## config.mk

```make
export PLATFORM = sky130hd
export DESIGN_NAME = carro_multi_ctrl
export DESIGN_NICKNAME = d
export VERILOG_FILES = /design/src/rtl/carro_multi_ctrl.sv
export SDC_FILE = /design/constraint.sdc
export NUM_CORES = 1
export LEC_CHECK = 0
export CAP_MARGIN = 15
export CORE_UTILIZATION = 37
export CTS_CLUSTER_SIZE = 28
export DETAILED_ROUTE_END_ITERATION = 10
export PLACE_DENSITY = 0.66
export SLEW_MARGIN = 20
export SYNTH_ARGS = -nofsm -noshare
export SYNTH_HDL_FRONTEND = slang
export SYNTH_SLANG_ARGS = --single-unit
```

## constraint.sdc

```tcl
create_clock -name iClk -period 5.2 [get_ports iClk]
set_input_delay 1.3 -clock iClk [delete_from_list [all_inputs] [get_ports iClk]]
set_output_delay 1.3 -clock iClk [all_outputs]
set_load 0.005 [all_outputs]
```

## src/rtl/carro_multi_ctrl.sv

```systemverilog
// Falling-car controller: NUM_CARS independent cars with per-car
// IDLE/MOVING/WAIT state, exit pulses and a shared saturating exit count.
module carro_multi_ctrl #(
  parameter int NUM_CARS    = 4,
  parameter int X_W         = 10,
  parameter int Y_W         = 9,
  parameter int SCREEN_H    = 480,
  parameter int STEP_W      = 4,
  parameter int RESPAWN_DLY = 8,
  parameter int CNT_W       = 8
) (
  input  logic                    iClk,
  input  logic                    iReset_n,
  input  logic [NUM_CARS-1:0]     iLoad,
  input  logic [NUM_CARS*X_W-1:0] iPosX,
  input  logic [NUM_CARS*Y_W-1:0] iPosY,
  input  logic                    iTick,
  input  logic [STEP_W-1:0]       iSpeed,
  input  logic [NUM_CARS-1:0]     iSalto,
  input  logic [X_W-1:0]          iAuxX,
  input  logic [Y_W-1:0]          iAuxY,
  output logic [NUM_CARS*X_W-1:0] oPosX,
  output logic [NUM_CARS*Y_W-1:0] oPosY,
  output logic [NUM_CARS-1:0]     oActive,
  output logic [NUM_CARS-1:0]     oExit,
  output logic [CNT_W-1:0]        oExitCount,
  output logic                    oAllIdle
);

  localparam int DLY_W = (RESPAWN_DLY > 0) ? $clog2(RESPAWN_DLY + 1) : 1;
  localparam int PC_W  = $clog2(NUM_CARS + 1);
  localparam int TOT_W = CNT_W + PC_W;
  localparam logic [Y_W-1:0] LP_YMAX = Y_W'(SCREEN_H - 1);
  localparam logic [Y_W-1:0] LP_YOFF = Y_W'(SCREEN_H);
  localparam logic [Y_W:0]   LP_HEXT = (Y_W+1)'(SCREEN_H);
  localparam logic [TOT_W-1:0] LP_SAT = TOT_W'({CNT_W{1'b1}});

  typedef enum logic [1:0] {
    S_IDLE = 2'd0,
    S_MOVE = 2'd1,
    S_WAIT = 2'd2
  } st_t;

  st_t              r_st   [NUM_CARS];
  st_t              w_st   [NUM_CARS];
  logic [X_W-1:0]   r_x    [NUM_CARS];
  logic [X_W-1:0]   w_x    [NUM_CARS];
  logic [Y_W-1:0]   r_y    [NUM_CARS];
  logic [Y_W-1:0]   w_y    [NUM_CARS];
  logic [DLY_W-1:0] r_dly  [NUM_CARS];
  logic [DLY_W-1:0] w_dly  [NUM_CARS];
  logic [Y_W:0]     w_sum  [NUM_CARS];
  logic [Y_W-1:0]   w_ld_y [NUM_CARS];
  logic [Y_W-1:0]   w_aux_y;

  logic [NUM_CARS-1:0] r_active, w_active;
  logic [NUM_CARS-1:0] r_exit, w_exit;
  logic                r_idle, w_idle;
  logic [CNT_W-1:0]    r_count, w_count;
  logic [PC_W-1:0]     w_pop;
  logic [TOT_W-1:0]    w_tot;

  assign w_aux_y = (iAuxY >= LP_YOFF) ? LP_YMAX : iAuxY;

  for (genvar g = 0; g < NUM_CARS; g++) begin : g_car
    logic [Y_W-1:0] w_py;
    assign w_py      = iPosY[g*Y_W +: Y_W];
    assign w_ld_y[g] = (w_py >= LP_YOFF) ? LP_YMAX : w_py;
    assign w_sum[g]  = {1'b0, r_y[g]} + (Y_W+1)'(iSpeed);
    assign oPosX[g*X_W +: X_W] = r_x[g];
    assign oPosY[g*Y_W +: Y_W] = r_y[g];
  end

  always_ff @(posedge iClk or negedge iReset_n) begin
    if (!iReset_n) begin
      for (int k = 0; k < NUM_CARS; k++) begin
        r_st[k]  <= S_IDLE;
        r_x[k]   <= '0;
        r_y[k]   <= '0;
        r_dly[k] <= '0;
      end
      r_active <= '0;
      r_exit   <= '0;
      r_idle   <= 1'b1;
      r_count  <= '0;
    end else begin
      for (int k = 0; k < NUM_CARS; k++) begin
        r_st[k]  <= w_st[k];
        r_x[k]   <= w_x[k];
        r_y[k]   <= w_y[k];
        r_dly[k] <= w_dly[k];
      end
      r_active <= w_active;
      r_exit   <= w_exit;
      r_idle   <= w_idle;
      r_count  <= w_count;
    end
  end

  // Per car: load beats jump beats tick.
  always_comb begin
    for (int k = 0; k < NUM_CARS; k++) begin
      w_st[k]   = r_st[k];
      w_x[k]    = r_x[k];
      w_y[k]    = r_y[k];
      w_dly[k]  = r_dly[k];
      w_exit[k] = 1'b0;
      priority case (1'b1)
        iLoad[k]: begin
          w_st[k] = S_MOVE;
          w_x[k]  = iPosX[k*X_W +: X_W];
          w_y[k]  = w_ld_y[k];
        end
        iSalto[k] && (r_st[k] != S_IDLE): begin
          w_st[k] = S_MOVE;
          w_x[k]  = iAuxX;
          w_y[k]  = w_aux_y;
        end
        iTick && (r_st[k] == S_MOVE): begin
          if (w_sum[k] < LP_HEXT) begin
            w_y[k] = w_sum[k][Y_W-1:0];
          end else begin
            w_y[k]    = LP_YOFF;
            w_exit[k] = 1'b1;
            w_dly[k]  = DLY_W'(RESPAWN_DLY);
            w_st[k]   = S_WAIT;
          end
        end
        iTick && (r_st[k] == S_WAIT): begin
          if (r_dly[k] == '0) begin
            w_st[k] = S_MOVE;
            w_x[k]  = iAuxX;
            w_y[k]  = '0;
          end else begin
            w_dly[k] = r_dly[k] - DLY_W'(1);
          end
        end
        default: ;
      endcase
    end
  end

  always_comb begin
    w_idle = 1'b1;
    w_pop  = '0;
    for (int k = 0; k < NUM_CARS; k++) begin
      w_active[k] = (w_st[k] == S_MOVE);
      w_idle      = w_idle & (w_st[k] == S_IDLE);
      w_pop       = w_pop + PC_W'(w_exit[k]);
    end
    w_tot   = TOT_W'(r_count) + TOT_W'(w_pop);
    w_count = (w_tot > LP_SAT) ? {CNT_W{1'b1}} : w_tot[CNT_W-1:0];
  end

  assign oActive    = r_active;
  assign oExit      = r_exit;
  assign oExitCount = r_count;
  assign oAllIdle   = r_idle;

endmodule

```

==> results of run 1 <==
==> power by group <==
group          internal, uW  switching [uW]
logic                   486             436
clock network           753             465
registers              1040             140
==> path summary, 6_finish.rpt <==
check                                       from                      end  slack (ns)  cells after the start
hold reg to reg             oPosX[0]$_DFFE_PN0P_     oPosX[0]$_DFFE_PN0P_        0.48                      2
hold / removal              oPosX[0]$_DFFE_PN0P_     oPosX[0]$_DFFE_PN0P_        0.48                      2
setup reg to reg           oPosY[18]$_DFFE_PN0P_  oExitCount[3]$_DFF_PN0_        1.32                     15
max in group asynchronous               iReset_n     oPosX[6]$_DFFE_PN0P_        3.33                      2
setup / recovery                       iSpeed[0]  oExitCount[3]$_DFF_PN0_        0.34                     16
min in group asynchronous               iReset_n    oPosX[17]$_DFFE_PN0P_        0.91                      1
==> logic make-up (layout without fill, tap and decap cells) <==
family          Yosys count  after routing  synth area share [%]
fa+ha+maj                31             31                  6.00
flops                   117            117                  39.9
compound gates          260            260                  22.6
buf+inv                  61            292                  3.22
simple gates            284            284                  20.1
xor+xnor                 17             17                  2.03
mux                      45             45                  6.15
==> worst min-delay path, cell delays in order, from the launching register on <==
cell and delay, ns:
dfrtp_1 0.34, nand2_1 0.05, o21ai_0 0.06
==> flip-flops by register name, summed over array words and instances, names as in the netlist <==
name        flops
oAllIdle        1
oActive         4
r_dly          16
oPosY          36
oExit           4
oPosX          40
r_st            8
oExitCount      8
==> routing by layer <==
layer  up-vias  global-route usage [%]
met1      3425                    31.5
met2       325                    38.4
met4         0                    8.60
met5         -                       0
li1       3455                       -
met3        38                    8.85
==> cell type report <==
| type | instances | area, um^2 |
|---|---|---|
| Tap cell | 265 | 332 |
| Sequential cell | 117 | 2930 |
| Multi-Input combinational cell | 637 | 4180 |
| Inverter | 27 | 101 |
| Fill cell | 1802 | 9060 |
| Timing Repair Buffer | 233 | 2250 |
| Clock inverter | 15 | 181 |
| Clock buffer | 17 | 425 |
==> through the flow <==
step	hold slack, ns	TNS, ns	power (uW)	instance area, um^2
after global routing	0.506	0	3500	10400
after detailed placement	0.469	-0.350	2100	9790
after floorplan	0.473	0	1630	7350
final	0.476	0	3320	10400
after CTS	0.482	0	3330	10400
after global placement	0.460	0	2090	9790
==> cell usage in the layout, fill, tap and decap left out, types with 8 or more instances in the layout <==
master,count
o31ai_1,9
clkdlybuf4s50_1,201
or3_1,8
nand2b_1,13
o21ai_0,62
nand3_1,27
o21a_1,9
dfrtp_1,116
buf_4,32
a21o_1,12
xnor2_1,8
clkbuf_16,17
a21oi_1,65
inv_1,27
nor2b_1,15
o22ai_1,22
mux2i_1,44
nor3_1,20
a31oi_1,21
nand2_1,87
ha_1,24
nor2_1,44
clkinvlp_4,8
xor2_1,9
nand4_1,12
==> impl_metrics.csv, run 1 <==
group,metric,value,unit
synthesis,synth_top_area_share,39.5,%
critical_path,worstSetupPathType,"in -> reg",
timing,maxSlewViolCount,0,
synthesis,synth_cell_type_count,79,
critical_path,arrival,5.20,ns
detailed_routing,via_count,7243,
clock_network,clk_pin_slew,0.05,ns
detailed_routing,top_layer,"met4",
cells_and_area,final_cells,1311,
clock_network,postCtsSetupBuffers,0,
synthesis,postSynthAreaPerCell,9.01,um^2
timing,worst_slew_pin_slew,1.06,ns
critical_path,max_stage_delay,0.52,ns
cells_and_area,drive_gt1_share,8.60,%
timing,hold_viol,0,
detailed_routing,wire_per_inst,18.6,um
grt,grt_pass1_wl,38.2,mm
synthesis,syn_inst,815,
place,gp_congestion,0.916,
critical_path,start_kind,"input pin",
detailed_routing,ant_nets,0,
critical_path,crit_top_cell,"fa_1",
critical_path,cp-end-kind,"register",
floorplan,die-area,20400,um^2
critical_path,crit_required,5.54,ns
synthesis,ys_async_sr_fraction,100,%
detailed_routing,wl_met1,10.5,mm
place,dpl_worst_slack,-0.0935,ns
clock_network,cts_tree,"done",
floorplan,io_pins,203,
timing,worst_slack,0.340,ns
critical_path,path_cells,"clkdlybuf4s50_1 > ha_1 > fa_1 > a211oi_1 > nor4b_1 > mux2i_1 > o21ai_0 > and3b_1 > fa_1 > inv_1 > fa_1 > inv_1 > fa_1 > and2_1 > nand3_1 > o21ai_0",
clock_network,cts_buffer_depth,2,
synthesis,synth_area,7350,um^2
clock_network,cts_resized,0,
place,place_inst,1279,
clock_network,cts_root_buf,"clkbuf_16",
timing,fmax,206,MHz
synthesis,syn_nets,956,
grt,antenna_found_initial,0,
critical_path,critPathTopFamily,"adder cells",
synthesis,ys_seq_area_share,39.9,%
floorplan,fp.coreArea,19500,um^2
detailed_routing,wl_met3,2.38,mm
run_status,outcome,"completed",
timing,fin_crit_sh,93.5,%
synthesis,synthTopCellsByCount,"dfrtp_1, nand2_1, a21oi_1, o21ai_0",
floorplan,die_h,143,um
detailed_routing,wl,24.3,mm
power,power.density,319,nW/um^2
critical_path,cp_slowest_cell,"fa_1",
power,p_leak,0.00436,uW
timing,fin_worst_skew,0.0106,ns
floorplan,rows,51,
timing,finalCriticalPeriod,4.86,ns
timing,slew-limit-headroom,29.3,%
critical_path,cp_max_fo,6,
cells_and_area,fin_nets,1174,
grt,grt_max_degree,53,
detailed_routing,vias_per_cell,5.52,
clock_network,cts_buffers,17,
synthesis,yosysWarnings,0,
cells_and_area,syn_to_final_growth,41.6,%
grt,grt_overflow,0,
job,maxCapViolCount,0,
clock_network,ctsHoldBuffers,0,
clock_network,clk_latency,0.42,ns
timing,rsz0062_at_grt,"false",
detailed_routing,drt-initial-drc-count,385,
synthesis,synthTopCellsByArea,"dfrtp_1, mux2i_1, nand2_1, a21oi_1, o21ai_0",
hold_path,worstHoldPathType,"reg -> reg",
detailed_routing,route.met2.wl,11.0,mm
place,hpwlAfterDp,18.4,mm
synthesis,ys.flop_type,"dfrtp_1",
timing,setup_viol,0,
critical_path,cp_num_buf_inv,3,
detailed_routing,drcViolationCount,0,
synthesis,yosys.cell_count.top_type,"dfrtp_1",
floorplan,start_util,37.7,%
synthesis,yosysTopAreaCell,"dfrtp_1",
grt,grt_pass1_vias,7050,
synthesis,synth_edf_count,0,
place,portBuffers,202,
cells_and_area,final_util,53.4,%
power,ir_worst_vdd,0.259,mV
clock_network,cts.sinks,117,
clock_network,htreeDepth,4,
floorplan,die_w,143,um
grt,grt_use_total,24.7,%
detailed_routing,drtPass1Iterations,5,
cells_and_area,n_antenna_cell,0,
synthesis,synth.ff_latch_count,117,
Note: power is estimated with default switching activity, not from simulation.
==> run 2: changes to the inputs <==
CELL_PAD_IN_SITES_DETAIL_PLACEMENT = 1   (was unset)
CELL_PAD_IN_SITES_GLOBAL_PLACEMENT = 2   (was unset)
CORE_UTILIZATION = 29   (was 37)
PLACE_DENSITY = 0.83   (was 0.66)
==> impl_metrics.csv, run 2 (synthesized netlist as in run 1, its figures left out) <==
group,metric,value,unit
timing,worst_slew_pin_slew,0.856,ns
grt,grt_pass1_vias,7618,
power,p_comb_share,27.4,%
job,maxCapViolCount,0,
timing,setup_viol,0,
floorplan,fp.coreArea,24600,um^2
detailed_routing,ant_nets,0,
power,p_leak,0.00446,uW
cells_and_area,final_cell_area,10600,um^2
timing,rsz0062_at_grt,"false",
clock_network,cts_resized,0,
timing,fin_crit_sh,93.5,%
floorplan,die-area,26000,um^2
detailed_routing,wl,28.2,mm
detailed_routing,via_count,7308,
power,internal_power,2450,uW
grt,antenna_found_initial,0,
critical_path,crit_required,5.54,ns
floorplan,die_h,161,um
cells_and_area,largest_reg_flops,40,
critical_path,start_kind,"input pin",
timing,fin_worst_skew,0.0183,ns
power,p_seq_share,33.8,%
critical_path,arrival,5.20,ns
critical_path,reg2reg_slack,1.31,ns
grt,grt_max_degree,62,
cells_and_area,fin_nets,1179,
power,swShare,30.1,%
timing,finalCriticalPeriod,4.86,ns
clock_network,cts_buffer_depth,2,
place,hpwlAfterDp,21.6,mm
power,p_sw,1050,uW
run_status,outcome,"completed",
timing,hold_viol,0,
clock_network,clk_latency,0.43,ns
clock_network,cts.sinks,117,
detailed_routing,drcViolationCount,0,
detailed_routing,vias_per_cell,5.31,
timing,slew-limit-headroom,42.8,%
grt,grt_pass1_wl,44.2,mm
clock_network,ctsHoldBuffers,0,
clock_network,postCtsSetupBuffers,0,
hold_path,worstHoldPathType,"reg -> reg",
place,postPlaceCellArea,9930,um^2
power,clock_power_share,38.8,%
timing,fmax,206,MHz
clock_network,cts_buffers,17,
place,gp_congestion,0.880,
critical_path,cp_max_fo,6,
floorplan,rows,57,
grt,grt_use_total,22.3,%
cells_and_area,seq_area,2930,um^2
floorplan,die_w,161,um
critical_path,worstSetupPathType,"in -> reg",
power,power.density,330,nW/um^2
critical_path,cp-end-kind,"register",
cells_and_area,final_common_cell,"clkdlybuf4s50_1",
cells_and_area,mostFrequentLayoutCells,"clkdlybuf4s50_1, dfrtp_1, nand2_1",
cells_and_area,multi_input_area,4180,um^2
cells_and_area,n_antenna_cell,0,
floorplan,start_util,29.9,%
cells_and_area,final_util,43.1,%
clock_network,cts_root_buf,"clkbuf_16",
cells_and_area,fillers,2854,
cells_and_area,syn_to_final_growth,44.3,%
power,ir_worst_vdd,0.189,mV
detailed_routing,drt-initial-drc-count,295,
clock_network,clk_pin_slew,0.06,ns
clock_network,cts_tree,"done",
detailed_routing,drtPass1Iterations,5,
detailed_routing,wire_per_inst,20.5,um
timing,maxSlewViolCount,0,
place,portBuffers,202,
power,power,3500,uW
clock_network,htreeDepth,4,
cells_and_area,drive_gt1_share,8.85,%
grt,grt_overflow,0,
floorplan,io_pins,203,
[run 2: power by group through the flow]
| stage | clock [uW] | combinational [uW] | sequential [uW] |
|---|---|---|---|
| 5_1_grt | 1420 | 1060 | 1200 |
| 3_3_place_gp | 0 | 947 | 1190 |
| 3_5_place_dp | 0 | 958 | 1190 |
| 2_1_floorplan | 0 | 479 | 1150 |
| 4_1_cts | 1390 | 967 | 1180 |
| 6_report | 1360 | 959 | 1180 |
[run 2: final cells by class]
cell class,instances,share of cell area [%]
clock inverter,8,1.58
sequential,117,27.6
timing repair buffer,238,21.8
inverter,27,0.956
tap,324,3.82
clock buffer,24,4.73
multi-input combinational,637,39.4
[run 2: layer usage]
metal	vias up	track usage [%]	part of all wire [%]
met4	0	6.26	1.5
met5	-	0	0
met3	23	6.70	7.8
met1	3582	28.9	45
li1	3473	-	-
met2	230	35.8	46
[run 2: path summary, 6_finish.rpt]
check | start | to | depth (start not counted)
setup / recovery | iSpeed[0] | oExitCount[3]$_DFF_PN0_ | 17
hold / removal | oPosX[24]$_DFFE_PN0P_ | oPosX[24]$_DFFE_PN0P_ | 2
setup reg to reg | oPosY[0]$_DFFE_PN0P_ | oExitCount[3]$_DFF_PN0_ | 16
hold reg to reg | oPosX[24]$_DFFE_PN0P_ | oPosX[24]$_DFFE_PN0P_ | 2
max in group asynchronous | iReset_n | oActive[2]$_DFF_PN0_ | 2
min in group asynchronous | iReset_n | oPosX[19]$_DFFE_PN0P_ | 1
[run 2: per-stage QoR]
step,setup TNS (ns),hold WS [ns],worst slack [ns],instances
2_1_floorplan,0,0.473,0.645,815
3_3_place_gp,0,0.460,0.0239,1343
3_5_place_dp,-0.374,0.470,-0.0814,1343
4_1_cts,0,0.482,0.339,1375
5_1_grt,0,0.512,0.0325,1375
6_report,0,0.476,0.339,1375
[run 2: worst max-delay path: stages]
cell and delay (ns):
clkdlybuf4s50_1 0.48, ha_1 0.26, fa_1 0.39, a211oi_1 0.28, buf_4 0.18, nor4b_1 0.04
mux2i_1 0.19, o21ai_0 0.11, and3b_1 0.23, fa_1 0.51, inv_1 0.06, fa_1 0.36
inv_1 0.10, fa_1 0.18, and2_1 0.16, nand3_1 0.21, o21ai_0 0.15
